## src/rtl/mem_arb_pkg.sv

```systemverilog
// rtl/mem_arb_pkg.sv - shared types for the fetch/data memory arbiter
package mem_arb_pkg;

    typedef enum logic [1:0] {
        IDLE   = 2'd0,
        RESP_I = 2'd1,
        RESP_D = 2'd2
    } resp_state_t;

endpackage

```

## src/rtl/mem_arbiter.sv

```systemverilog
// rtl/mem_arbiter.sv - single-port memory arbiter, data-first with fetch starvation guard
module mem_arbiter
    import mem_arb_pkg::*;
#(
    parameter int ADDRESS_WIDTH = 32,
    parameter int DATA_WIDTH    = 32,
    parameter int MAX_D_STREAK  = 4
) (
    input  logic                     clk,
    input  logic                     rst,
    input  logic                     if_req,
    input  logic [ADDRESS_WIDTH-1:0] if_addr,
    output logic                     if_gnt,
    output logic                     if_rvalid,
    output logic [DATA_WIDTH-1:0]    if_rdata,
    input  logic                     d_req,
    input  logic                     d_we,
    input  logic [ADDRESS_WIDTH-1:0] d_addr,
    input  logic [DATA_WIDTH-1:0]    d_wdata,
    output logic                     d_gnt,
    output logic                     d_rvalid,
    output logic [DATA_WIDTH-1:0]    d_rdata,
    output logic                     mem_en,
    output logic                     mem_we,
    output logic [ADDRESS_WIDTH-1:0] mem_addr,
    output logic [DATA_WIDTH-1:0]    mem_wdata,
    input  logic [DATA_WIDTH-1:0]    mem_rdata
);

    localparam int STREAK_W = $clog2(MAX_D_STREAK + 1);
    localparam logic [STREAK_W-1:0] STREAK_MAX = STREAK_W'(MAX_D_STREAK);

    resp_state_t         state;
    logic [STREAK_W-1:0] streak;
    logic                fetch_due;

    // A waiting fetch that has watched MAX_D_STREAK data grants goes next.
    assign fetch_due = if_req && (streak == STREAK_MAX);

    always_comb begin
        if_gnt    = !rst && if_req && (!d_req || fetch_due);
        d_gnt     = !rst && d_req && !fetch_due;
        mem_en    = if_gnt || d_gnt;
        mem_we    = d_gnt && d_we;
        mem_addr  = if_gnt ? if_addr : d_addr;
        mem_wdata = d_wdata;
    end

    always_ff @(posedge clk) begin
        if (rst) begin
            state  <= IDLE;
            streak <= '0;
        end else begin
            if (if_gnt)
                state <= RESP_I;
            else if (d_gnt && !d_we)
                state <= RESP_D;
            else
                state <= IDLE;

            if (!if_req || if_gnt)
                streak <= '0;
            else if (d_gnt && (streak != STREAK_MAX))
                streak <= streak + 1'b1;
        end
    end

    // Gating with rst drops a response whose grant landed just before reset.
    assign if_rvalid = (state == RESP_I) && !rst;
    assign d_rvalid  = (state == RESP_D) && !rst;
    assign if_rdata  = if_rvalid ? mem_rdata : '0;
    assign d_rdata   = d_rvalid ? mem_rdata : '0;

endmodule

```

## config.mk

```make
export PLATFORM = sky130hd
export DESIGN_NAME = mem_arbiter
export DESIGN_NICKNAME = d
export VERILOG_FILES = /design/src/rtl/mem_arb_pkg.sv /design/src/rtl/mem_arbiter.sv
export SDC_FILE = /design/constraint.sdc
export NUM_CORES = 1
export LEC_CHECK = 0
export BUFFER_PORTS_ARGS = -buffer_cell sky130_fd_sc_hd__buf_2
export CORE_AREA = 10 10 95 97
export DETAILED_ROUTE_END_ITERATION = 10
export DIE_AREA = 0 0 105 107
export GPL_ROUTABILITY_DRIVEN = 0
export PLACE_DENSITY_LB_ADDON = 0.2
export SLEW_MARGIN = 20
export SYNTH_ARGS = -nofsm -noshare
export SYNTH_HDL_FRONTEND = slang
export SYNTH_SLANG_ARGS = --single-unit
```

## constraint.sdc

```tcl
create_clock -name clk -period 3.3 [get_ports clk]
set_input_delay 0.33 -clock clk [delete_from_list [all_inputs] [get_ports clk]]
set_output_delay 0.33 -clock clk [all_outputs]
set_load 0.03 [all_outputs]
```

==> summary.md <==
| Metric | Value |
|---|---|
| Status | `complete, no violations` |
| Data required time of the worst path | `2.97 ns` |
| Final HPWL DP | `6120 um` |
| Antenna Cells | `0` |
| CP Capture Type | `primary output` |
| Post-synthesis cell type count | `18` |
| Number of buffers added on ports | `202` |
| Synth area leaders | `and2_1 (31%), mux2_2 (27%), buf_4 (18%)` |
| Final Critical Period | `2.28 ns` |
| Chip Height | `107 um` |
| Skew final | `0.00233 ns` |
| Max clock buf depth | `2` |
| Synth top area share | `0.309` |
| Hold WC Path Type | `in -> reg` |
| CTS sink count | `5` |
| Mapped Cells | `164` |
| Arr. time, crit path | `1.95 ns` |
| Async set-reset flop share out of synthesis | `0` |
| Clk_lat worst skew | `0.22 ns` |
| Worst Setup SP | `streak[0]$_SDFFE_PP0P_` |
| CP max FO | `33` |
| Synth Register Bits | `5` |
| Hold Crit Start | `d_we` |
| Least-Margin Pin Slew | `0.390 ns` |
| Fillcell total | `815` |
| Worst path slowest cell | `mux2_2` |
| Count leader, synth | `and2_1` |
| Primary FF master, synth | `dfxtp_1` |
| Die width | `105 um` |
| First-pass GRT wire length | `9990 um` |
| Final-report max-slew violation count | `0` |
| Initial antenna violation count | `0` |
| Setup bufs post-CTS | `0` |
| Floorplan core area | `7140 um^2` |
| LEAKAGE | `1.35 nW` |
| Max Fclk | `0.438 GHz` |
| Cell Area, Synth | `1320 um^2` |
| Die ar. | `11200 um^2` |
| Crit path buffers/inverters | `3` |
| Htree depth | `1` |
| CP Launch Type | `register` |
| Final Hold Viols | `0` |
| Syn Nets | `299` |
| Worst-path cell chain | `inv_1 -> ha_1 -> nand2_1 -> a21oi_4 -> buf_4 -> mux2_2 -> buf_2` |
| Routed wire length | `6570 um` |
| Area growth, synth to finish | `68.8%` |
| Crit-path max cell delay | `0.38 ns` |
| Setup TNS | `0 ns` |
| RSZ-0062 raised after global routing | `false` |
| Total CTS buffers | `3` |
| Top Family by Delay on Critical Path | `buffers and inverters` |
| Antenna Violating Nets Remaining | `0` |
| Initial Util | `0.185` |
| Routed len/inst | `15.2 um` |
| Share of layout cells above drive strength 1 | `0.735` |
| Pwr dens | `194 nW/um^2` |
| Final setup viols | `0` |
| Resize count post-CTS | `0` |
| Setup ws final | `1.02 ns` |
| Num ports | `267` |
| Via/cell ratio | `3.99` |
| Final cycle utilization of the critical path | `0.692` |
| Syn_area_per_cell | `8.03 um^2` |
| Pre-CTS setup slack | `1.23 ns` |
| Largest net degree at the start of global routing | `34` |
| Top post-synthesis cells by count | `and2_1 (65), buf_4 (32), mux2_2 (32), clkbuf_1 (6), dfxtp_1 (5)` |
| Yosys top cell by area | `and2_1` |
| Final net count | `468` |
| CTS tree | `done` |
| Initial drt markers | `7` |
| Overall Global Routing Usage | `0.106` |
| Total number of vias | `1720` |
| DR pass1 iterations | `2` |
| Synth warn | `0` |
| Worst-path clk slew | `0.04 ns` |
| Crit Path Class | `reg -> out` |
| Vias in the first global route | `1944` |
| Core Rows | `31` |
| Grt total ovfl | `0` |
| Max-Slew Margin vs Limit | `0.740` |
| Residual DRC | `0` |
| RR Startpoint | `streak[0]$_SDFFE_PP0P_` |
| CTS root buffer | `clkbuf_8` |
| Peak supply drop | `121 uV` |
| Max cap viols | `0` |
| Power, Total | `0.431 mW` |
| Sequential-to-total area share from yosys stat | `0.0760` |
| EDFF count, synth | `0` |
| Cts hold-fix bufs | `0` |
per-stage QoR:
| step | instance area (um^2) | hold slack [ns] | util | instances |
|---|---|---|---|---|
| 6_report | 2220 | 0.271 | 0.312 | 431 |
| 5_1_grt | 2220 | 0.275 | 0.312 | 431 |
| 4_1_cts | 2220 | 0.267 | 0.312 | 431 |
| 3_5_place_dp | 2180 | 0.451 | 0.305 | 427 |
| 3_3_place_gp | 2180 | 0.443 | 0.305 | 427 |
| 2_1_floorplan | 1320 | 0.402 | - | 164 |
final timing paths:
path / slack (ns) / endpoint / depth (start not counted)
worst max register to register: 2.14 / state[1]$_SDFF_PP0_ / 4
worst min-delay path: 0.27 / state[1]$_SDFF_PP0_ / 2
worst max-delay path: 1.02 / mem_addr[16] / 7
worst min register to register: 0.46 / streak[0]$_SDFFE_PP0P_ / 1
flip-flops by register name (all words and copies together), names as in the netlist:
register and flops:
streak 3, state 2
area by class of cell:
type | instances | area, um^2 | area share
Sequential cell | 5 | 100 | 0.0450
Multi-Input combinational cell | 114 | 906 | 0.407
Tap cell | 99 | 124 | 0.0557
Inverter | 4 | 15.0 | 0.00675
Clock buffer | 4 | 45.0 | 0.0203
Timing Repair Buffer | 205 | 1030 | 0.465
cells by family (layout without fill, tap and decap cells):
family,after synthesis,count (layout),synth area share
mux,32,32,0.274
flops,5,5,0.0760
buf+inv,45,213,0.236
fa+ha+maj,2,2,0.0190
xor+xnor,1,1,0.00665
compound gates,3,3,0.0228
simple gates,76,76,0.366
metal layers:
metal	GRT usage	wire, um	up-vias
li1	-	-	828
met1	0.0981	2290	716
met2	0.182	2950	173
met3	0.0922	1310	3
met4	0.00882	11	0
met5	0	0	-
cells in the final DEF, fill, tap and decap left out, drive strengths merged:
master and n:
a311oi 1, inv 4, clkbuf 4, buf 205, dfxtp 5, nand2b 1, nor3 3, nor3b 2
mux2 32, ha 2, nor2 2, and2 65, xnor2 1, a21oi 2, nor2b 1, nand2 2
power by group:
group	leakage [nW]	internal, mW	switching [mW]
sequential	0.0408	0.0625	0.000983
clock	0.0228	0.0829	0.0302
combinational	1.29	0.106	0.149
Power figures use the tool's default switching activity.
